$ cat config.mk
export PLATFORM = sky130hd
export DESIGN_NAME = imem_loader_ctrl
export DESIGN_NICKNAME = d
export VERILOG_FILES = /design/src/rtl/imem_loader_ctrl.sv
export SDC_FILE = /design/constraint.sdc
export NUM_CORES = 1
export LEC_CHECK = 0
export CORE_MARGIN = 4
export CORE_UTILIZATION = 45
export DETAILED_ROUTE_END_ITERATION = 12
export PLACE_DENSITY = 0.75
export SLEW_MARGIN = 40
export SYNTH_ARGS = -nofsm -noshare
export SYNTH_HDL_FRONTEND = slang
export SYNTH_SLANG_ARGS = --single-unit
$ cat constraint.sdc
create_clock -name clk -period 3.8 [get_ports clk]
set_input_delay 0.76 -clock clk [delete_from_list [all_inputs] [get_ports clk]]
set_output_delay 0.76 -clock clk [all_outputs]
set_load 0.01 [all_outputs]
$ cat src/rtl/imem_loader_ctrl.sv
// imem_loader_ctrl
//
// Loads a program into the instruction memory of a single-cycle CPU from a
// byte stream (UART receiver, debug host). While loading, the CPU is held in
// stall. Bytes are assembled big-endian into 32-bit words. The words are written
// to sequential word addresses starting at 0. A successful load ends with a
// one-cycle PC-reset pulse, which releases the CPU.
//
// Optional feature: define IMEM_LOAD_CHECKSUM_EN to add a trailing checksum
// byte. The checksum is the XOR of all data bytes. A mismatch flags err and
// the CPU is not released.
//
// Ports:
//   clk, rst      system clock, asynchronous active-high reset
//   load_req      single-cycle start request (honoured only when idle)
//   load_words    number of words to load, legal range 1..DEPTH
//   load_abort    cancels an active load
//   byte_valid    byte stream valid
//   byte_data     byte stream data
//   byte_ready    controller accepts a byte this cycle
//   mem_we        instruction memory write enable (one cycle per word)
//   mem_waddr     word address of the write
//   mem_wdata     assembled 32-bit word
//   cpu_stall     freezes PC and register/data-memory writes
//   cpu_pc_reset  one-cycle pulse forcing PC to 0
//   busy          controller is not idle
//   done          one-cycle pulse on successful completion
//   err           sticky error; cleared when the next load is accepted

module imem_loader_ctrl #(
    parameter int unsigned DEPTH = 128,
    parameter int unsigned AW    = 7
) (
    input  logic          clk,
    input  logic          rst,
    input  logic          load_req,
    input  logic [AW:0]   load_words,
    input  logic          load_abort,
    input  logic          byte_valid,
    input  logic [7:0]    byte_data,
    output logic          byte_ready,
    output logic          mem_we,
    output logic [AW-1:0] mem_waddr,
    output logic [31:0]   mem_wdata,
    output logic          cpu_stall,
    output logic          cpu_pc_reset,
    output logic          busy,
    output logic          done,
    output logic          err
);

    localparam logic [AW:0] DepthW = (AW+1)'(DEPTH);
    localparam logic [AW:0] OneW   = (AW+1)'(1);

    typedef enum logic [2:0] {
        StIdle,
        StRecv,
        StWrite,
`ifdef IMEM_LOAD_CHECKSUM_EN
        StCksum,
`endif
        StFinish
    } state_e;

    state_e        state_q;
    logic [AW:0]   words_q;     // captured word count
    logic [AW-1:0] word_idx_q;  // address of the word being assembled
    logic [1:0]    byte_idx_q;  // byte position within the current word
    logic [31:0]   shift_q;     // big-endian assembly register
    logic          err_q;
`ifdef IMEM_LOAD_CHECKSUM_EN
    logic [7:0]    cksum_q;     // running XOR of this load's data bytes
`endif

    logic last_word;
    logic req_illegal;

    assign last_word   = ({1'b0, word_idx_q} == (words_q - OneW));
    assign req_illegal = (load_words == '0) || (load_words > DepthW);

    always_ff @(posedge clk or posedge rst) begin
        if (rst) begin
            state_q    <= StIdle;
            words_q    <= '0;
            word_idx_q <= '0;
            byte_idx_q <= '0;
            shift_q    <= '0;
            err_q      <= 1'b0;
`ifdef IMEM_LOAD_CHECKSUM_EN
            cksum_q    <= '0;
`endif
        end else begin
            unique case (state_q)
                StIdle: begin
                    if (load_req) begin
                        if (req_illegal) begin
                            err_q <= 1'b1;
                        end else begin
                            words_q    <= load_words;
                            word_idx_q <= '0;
                            byte_idx_q <= '0;
                            err_q      <= 1'b0;
`ifdef IMEM_LOAD_CHECKSUM_EN
                            cksum_q    <= '0;
`endif
                            state_q    <= StRecv;
                        end
                    end
                end

                StRecv: begin
                    // Abort wins over a byte offered in the same cycle.
                    if (load_abort) begin
                        err_q   <= 1'b1;
                        state_q <= StIdle;
                    end else if (byte_valid) begin
                        shift_q    <= {shift_q[23:0], byte_data};
                        byte_idx_q <= byte_idx_q + 2'd1;
`ifdef IMEM_LOAD_CHECKSUM_EN
                        cksum_q    <= cksum_q ^ byte_data;
`endif
                        if (byte_idx_q == 2'd3) begin
                            state_q <= StWrite;
                        end
                    end
                end

                StWrite: begin
                    if (load_abort) begin
                        err_q   <= 1'b1;
                        state_q <= StIdle;
                    end else if (last_word) begin
                        // Index is not advanced past the last word, so it never wraps.
`ifdef IMEM_LOAD_CHECKSUM_EN
                        state_q <= StCksum;
`else
                        state_q <= StFinish;
`endif
                    end else begin
                        word_idx_q <= word_idx_q + AW'(1);
                        state_q    <= StRecv;
                    end
                end

`ifdef IMEM_LOAD_CHECKSUM_EN
                StCksum: begin
                    if (load_abort) begin
                        err_q   <= 1'b1;
                        state_q <= StIdle;
                    end else if (byte_valid) begin
                        if (byte_data == cksum_q) begin
                            state_q <= StFinish;
                        end else begin
                            err_q   <= 1'b1;
                            state_q <= StIdle;
                        end
                    end
                end
`endif

                StFinish: begin
                    state_q <= StIdle;
                end

                default: begin
                    state_q <= StIdle;
                end
            endcase
        end
    end

    // Outputs are decoded from the state register only, except mem_we. It is
    // gated by load_abort so that an abort in WRITE suppresses the write.
    always_comb begin
        byte_ready   = 1'b0;
        mem_we       = 1'b0;
        cpu_pc_reset = 1'b0;
        done         = 1'b0;
        unique case (state_q)
            StRecv:   byte_ready = 1'b1;
            StWrite:  mem_we     = ~load_abort;
`ifdef IMEM_LOAD_CHECKSUM_EN
            StCksum:  byte_ready = 1'b1;
`endif
            StFinish: begin
                cpu_pc_reset = 1'b1;
                done         = 1'b1;
            end
            default: ;
        endcase
    end

    assign mem_waddr = word_idx_q;
    assign mem_wdata = shift_q;
    assign cpu_stall = (state_q != StIdle);
    assign busy      = (state_q != StIdle);
    assign err       = err_q;

endmodule

==> results of run 1 <==
==> logic make-up after synthesis <==
logic type                 Yosys count  synth area share
xor gates and xnor gates             7            0.0239
buffers and inverters               21            0.0366
AOI/OAI and AO/OA                   38             0.112
adders and majority gates            7            0.0341
DFF                                 52             0.507
and+or+nand+nor                     49             0.103
muxes                               42             0.183
==> cell type report <==
type                            instances  area (sq um)
Tap cell                               72          90.1
Multi-Input combinational cell        143          1170
Inverter                               11          41.3
Sequential cell                        52          1300
Clock inverter                          1          7.51
Clock buffer                            7          86.3
Timing Repair Buffer                   70           691
Fill cell                             456          2120
==> sequential cells by signal (all words and copies together) (netlist names) <==
| register | count |
|---|---|
| words_q | 8 |
| byte_idx_q | 2 |
| mem_waddr | 7 |
| state_q | 2 |
| err | 1 |
| mem_wdata | 32 |
==> worst max path at each step <==
stage / slack, ps / startpoint / cells after the start / to
after floorplan: 1510 / load_words[4] / 6 / mem_waddr[6]
after global placement: 830 / load_words[4] / 8 / mem_waddr[5]
after detailed placement: 820 / load_words[4] / 8 / mem_waddr[5]
after CTS: 790 / state_q[0] / 4 / mem_we
after global routing: 680 / state_q[0] / 4 / mem_we
final: 790 / state_q[0] / 4 / mem_we
==> layer usage <==
layer,global-route usage,vias up,part of all wire
met5,0,-,0
met4,0.0365,0,0.0048
met3,0.0790,5,0.11
met2,0.254,69,0.45
met1,0.215,921,0.43
li1,-,912,-
==> power by group through the flow <==
stage | Clock (mW) | Combinational (mW) | Sequential [mW]
2_1_floorplan | 0 | 0.578 | 1.06
3_3_place_gp | 0 | 1.18 | 1.01
3_5_place_dp | 0 | 1.19 | 1.02
4_1_cts | 0.340 | 1.20 | 1.01
5_1_grt | 0.367 | 1.30 | 1.05
6_report | 0.325 | 1.19 | 1.01
==> per-stage QoR <==
stage	power (mW)	setup WS, ps	std cells
global placement	2.19	834	348
CTS	2.55	786	356
finish	2.52	792	356
floorplan	1.63	1510	216
detailed placement	2.21	824	348
global route	2.71	678	356
==> layout by cell type (no fill, tap or decap), drive strengths merged, types with 2 or more instances in the layout <==
cell,count
clkdlybuf4s50,66
dfrtp,52
mux2,40
nand2,15
inv,11
ha,7
clkbuf,7
a21oi,6
nor3,5
nor2,5
nand3,5
xor2,4
buf,4
or3,4
nor2b,3
xnor2,3
o21ai,3
o31ai,3
nor4,2
a21o,2
a221o,2
mux2i,2
o22ai,2
o211ai,2
o31a,2
o311a,2
a211oi,2
nand2b,2
or3b,2
==> metrics.cfg, run 1 <==
[global_route]
grt_pass1_wl_microns = 9520
antenna_found_initial = 0
overflow = 0
grt_pass1_vias = 1972
grt_max_degree = 36
track_usage = 0.166

[clock_network]
clock_latency_ps = 300
ctsResizeCount = 0
clk_pin_slew_worst_paths_ps = 90
cts_buffers = 5
htreeDepth = 2
cts_hold_buf = 0
root_buffer = clkbuf_8
cts.sinks = 52
postCtsSetupBuffers = 0
cts_tree = yes
cts_buffer_depth = 2

[routing]
detail_route.wl_per_cell_microns = 15.8
wl_microns = 5610
post-route-drc-count = 0
first_pass_iters = 4
drt_iter0_drc = 55
antenna_left = 0
vias = 1907
routed_via_density = 5.36

[worst_hold_path]
hold_start = mem_wdata[31]
hold_end = mem_wdata[31]
min_path_cells = 1
hp-class = flip-flop to flip-flop

[worst_setup_path]
worst_ep_arrival_time_ps = 2250
crit_buf_inv = 2
cp-end-kind = primary output
worst_path_largest_cell_delay_ps = 610
timing.rr.start = state_q[0]
worstSetupPathType = flip-flop to primary output
startpoint_type = flip-flop
reg2regPathDepth = 9
worstPathCellList = inv_1 > ha_1 > nor2b_1 > clkdlybuf4s50_1
crit_family = buffers and inverters
path_max_fanout = 14
r2r_end = mem_waddr[5]
r2r_slack_ps = 1170
slowest_stage = clkdlybuf4s50_1
required_ps = 3040

[pwr]
leakage_nw = 1.43
peakVddDrop_v = 0.000398
pwr-share-seq = 0.399
sw_frac_of_total = 0.347
p_switching_uw = 875
power_per_cell_area_nw_per_um2 = 744
clkPwrFrac = 0.129
comb_power_share = 0.472
internal-power_mw = 1.65

[sta]
period_minus_slack_ps = 3010
finalSetupViolCount = 0
fin_crit_sh = 0.791
worst_pin_slew_ps = 553
hold_violations = 0
slew_headroom = 0.631
final.setup.tns_ps = 0
slew_viol_final = 0
hold_ws_ps = 510
clock_skew_ps = 5.87
grt_setup_unrepaired = no
fmax_mhz = 332

[synth]
synth_edf_count = 0
yosysTopAreaCellShare = 0.507
yosys_warnings = 0
async_flop_share = 1.00
ys_top_cells_by_area = dfrtp_1 51%, mux2_2 18%, ha_1 3.4%
synth_flop_cell = dfrtp_1
synth.distinct_cells = 50
synth_top_cell_by_area = dfrtp_1
netlist_top_cells_count = 52 x dfrtp_1, 40 x mux2_2, 15 x nand2_1
syn_area_sq_um = 2570
syn-instance-count = 216
ys_seq_area_frac = 0.507
syn-num-nets = 244
ys_ff_latch = 52
yosysMostFrequentCell = dfrtp_1
syn_area_per_cell_sq_um = 11.9

[finish]
synthToLayoutAreaGrowth_pct = 32.0
fin_nets = 311
final_util = 0.615
drive_above_1_share = 0.208
antennaDiodeCount = 0
fin_area_sq_um = 3390

[floorplanning]
initial_core_util = 0.466
core_sq_um = 5510
die_w_microns = 83.5
ioPinCount = 67
die_y_microns = 83.5
rows = 27
die_area_sq_um = 6970

[placement]
gp_congestion = 0.854
placed_cell_area_sq_um = 3290
dp_hpwl_microns = 4080
port_buffers = 66

[run_status]
status = finished, final reports clean

[flow_run]
maxCapViolCount = 0

(Power assumes the default switching activity.)
==> run 2: changes to the inputs <==
--- a/config.mk
+++ b/config.mk
@@ -6,9 +6,9 @@
 export NUM_CORES = 1
 export LEC_CHECK = 0
 export CORE_MARGIN = 4
-export CORE_UTILIZATION = 45
+export CORE_UTILIZATION = 44
 export DETAILED_ROUTE_END_ITERATION = 12
-export PLACE_DENSITY = 0.75
+export PLACE_DENSITY = 0.76
 export SLEW_MARGIN = 40
 export SYNTH_ARGS = -nofsm -noshare
 export SYNTH_HDL_FRONTEND = slang
==> constraint.sdc (replaced) <==
create_clock -name clk -period 2.6 [get_ports clk]
set_input_delay 0.52 -clock clk [delete_from_list [all_inputs] [get_ports clk]]
set_output_delay 0.52 -clock clk [all_outputs]
set_load 0.01 [all_outputs]
==> run 2 against run 1 <==
- critical path depth increased by 2
- worst hold slack gained 4.4 ps
- total power grew 48%
- global-route usage up 0.30 points
- routed wire length rose by 3.1%
- cell count increased by 1.4%
- clock skew hardly changed
- sequential power rose by 45%
- via count up 3.0%
- core utilization rose by 0.15 points
- register-to-register slack got worse by 1000 ps
- critical path type is now flip-flop to flip-flop
- largest cell class unchanged
- largest power group unchanged
==> metrics.cfg, run 2 (synthesized netlist as in run 1, its figures left out) <==
[run_status]
status = finished, final reports clean

[global_route]
antenna_found_initial = 0  ; unchanged
grt_max_degree = 53  ; +47%
grt_pass1_vias = 2061  ; +4.5%
grt_pass1_wl_microns = 9670  ; +1.6%
overflow = 0  ; unchanged
track_usage = 0.169  ; +0.00304

[floorplanning]
die_w_microns = 84.4  ; +1.0%
initial_core_util = 0.460  ; -0.00565
die_y_microns = 84.4  ; +1.0%
core_sq_um = 5570  ; +1.2%
ioPinCount = 67  ; unchanged
rows = 27  ; unchanged
die_area_sq_um = 7120  ; +2.1%

[finish]
drive_above_1_share = 0.221  ; +0.0137
synthToLayoutAreaGrowth_pct = 34.0
mostFrequentLayoutCells = 66 x clkdlybuf4s50_1, 52 x dfrtp_1, 40 x mux2_2
fin_nets = 316  ; +1.6%
antennaDiodeCount = 0  ; unchanged
stdcell_count = 361  ; +1.4%
final_common_cell = clkdlybuf4s50_1
fillers = 474  ; +3.9%
largest_reg_flops = 32  ; unchanged

[placement]
dp_hpwl_microns = 4240  ; +3.8%
gp_congestion = 0.780  ; -8.6%
dp.cells = 353  ; +1.4%
port_buffers = 66  ; unchanged

[pwr]
internal-power_mw = 2.44  ; +48%
finalPower_mw = 3.73  ; +48%
comb_power_share = 0.481  ; +0.009
clkPwrFrac = 0.128  ; about the same
p_switching_mw = 1.29  ; +47%
sw_frac_of_total = 0.346  ; -0.000916
power_per_cell_area_nw_per_um2 = 1080  ; +46%
peakVddDrop_v = 0.000686  ; +73%
pwr-share-seq = 0.391  ; -0.008
leakage_nw = 1.46  ; +2.1%

[sta]
hold_ws_ps = 515  ; +4.36 ps
worst_pin_slew_ps = 659  ; +106 ps
hold_violations = 0  ; unchanged
grt_setup_unrepaired = no
final.setup.tns_ps = 0  ; unchanged
slew_headroom = 0.561  ; -0.0700
period_minus_slack_ps = 2440
fin_crit_sh = 0.938
clock_skew_ps = 5.77  ; -0.102 ps
slew_viol_final = 0  ; unchanged
fmax_mhz = 410
finalSetupViolCount = 0  ; unchanged

[clock_network]
clk_pin_slew_worst_paths_ps = 90  ; about the same
cts_buffers = 5  ; unchanged
ctsResizeCount = 0  ; unchanged
cts_tree = yes
postCtsSetupBuffers = 0  ; unchanged
cts_buffer_depth = 2  ; unchanged
clock_latency_ps = 300  ; about the same
root_buffer = clkbuf_8
cts_hold_buf = 0  ; unchanged
htreeDepth = 2  ; unchanged
cts.sinks = 52  ; unchanged

[worst_setup_path]
r2r_end = mem_waddr[6]
worstPathCellList = or4_4 > a21o_1 > a221o_1 > o2111a_2 > o311a_1 > a221o_1
worst_ep_arrival_time_ps = 2630  ; +380 ps
worst_path_largest_cell_delay_ps = 540  ; -70 ps
worstSetupPathType = flip-flop to flip-flop
critPathLaunch = words_q[2]
startpoint_type = flip-flop
cp-end-kind = flip-flop
path_common_cell = a221o_1
endpoint = mem_waddr[6]
r2r_slack_ps = 160  ; -1010 ps
required_ps = 2790  ; -250 ps
timing.rr.start = words_q[2]
slowest_stage = or4_4
path_max_fanout = 13  ; -1
reg2regPathDepth = 6  ; -3

[routing]
vias = 1965  ; +3.0%
first_pass_iters = 4  ; unchanged
drt_iter0_drc = 45  ; -18%
routed_via_density = 5.44  ; +1.6%
detail_route.wl_per_cell_microns = 16.0  ; +1.7%
antenna_left = 0  ; unchanged
wl_microns = 5780  ; +3.1%
post-route-drc-count = 0  ; unchanged

[worst_hold_path]
hp-class = flip-flop to flip-flop

[flow_run]
maxCapViolCount = 0  ; unchanged

-- run 2: worst min path at each step --
stage	start	endpoint	slack, ps	depth (start not counted)
2_1_floorplan	state_q[1]	state_q[1]	500	2
3_3_place_gp	mem_wdata[25]	mem_wdata[25]	490	1
3_5_place_dp	mem_wdata[31]	mem_wdata[31]	490	1
4_1_cts	mem_wdata[28]	mem_wdata[28]	520	1
5_1_grt	mem_wdata[30]	mem_wdata[30]	540	1
6_report	mem_wdata[28]	mem_wdata[28]	510	1
-- run 2: metrics by stage --
step | utilization | cell area (sq um) | setup slack, ps
4_1_cts | 0.617 | 3440 | 168
3_5_place_dp | 0.600 | 3340 | 67.7
5_1_grt | 0.617 | 3440 | 77.8
2_1_floorplan | - | 2570 | 358
3_3_place_gp | 0.600 | 3340 | 87.2
6_report | 0.617 | 3440 | 160
-- run 2: power groups by stage --
| stage | sequential [mW] | clock, mW | combinational (mW) |
|---|---|---|---|
| 2_1_floorplan | 1.54 | 0 | 0.845 |
| 3_3_place_gp | 1.45 | 0 | 1.76 |
| 3_5_place_dp | 1.47 | 0 | 1.81 |
| 4_1_cts | 1.46 | 0.496 | 1.82 |
| 5_1_grt | 1.51 | 0.534 | 1.94 |
| 6_report | 1.46 | 0.476 | 1.79 |
-- run 2: routing by layer --
layer  share of wire  global-route usage  up-vias
met3            0.11              0.0834        7
li1                -                   -      931
met1            0.39               0.186      961
met5               0                   0        -
met4           0.013              0.0576        0
met2            0.49               0.285       66
-- run 2: layout make-up --
class	count	area, sq um	share of cell area
inverters	11	41.3	0.0120
repair buffers	75	741	0.215
well taps	72	90.1	0.0262
clock buffers	7	86.3	0.0251
clock inverters	1	7.51	0.00218
flip-flops and latches	52	1300	0.378
multi-input cells	143	1170	0.341
-- run 2: critical path, delay by kind of cell (launching register included) --
kind | cells | cell delay (ps)
DFF | 1 | 430
and+or+nand+nor | 1 | 540
AOI/OAI and AO/OA | 5 | 1350
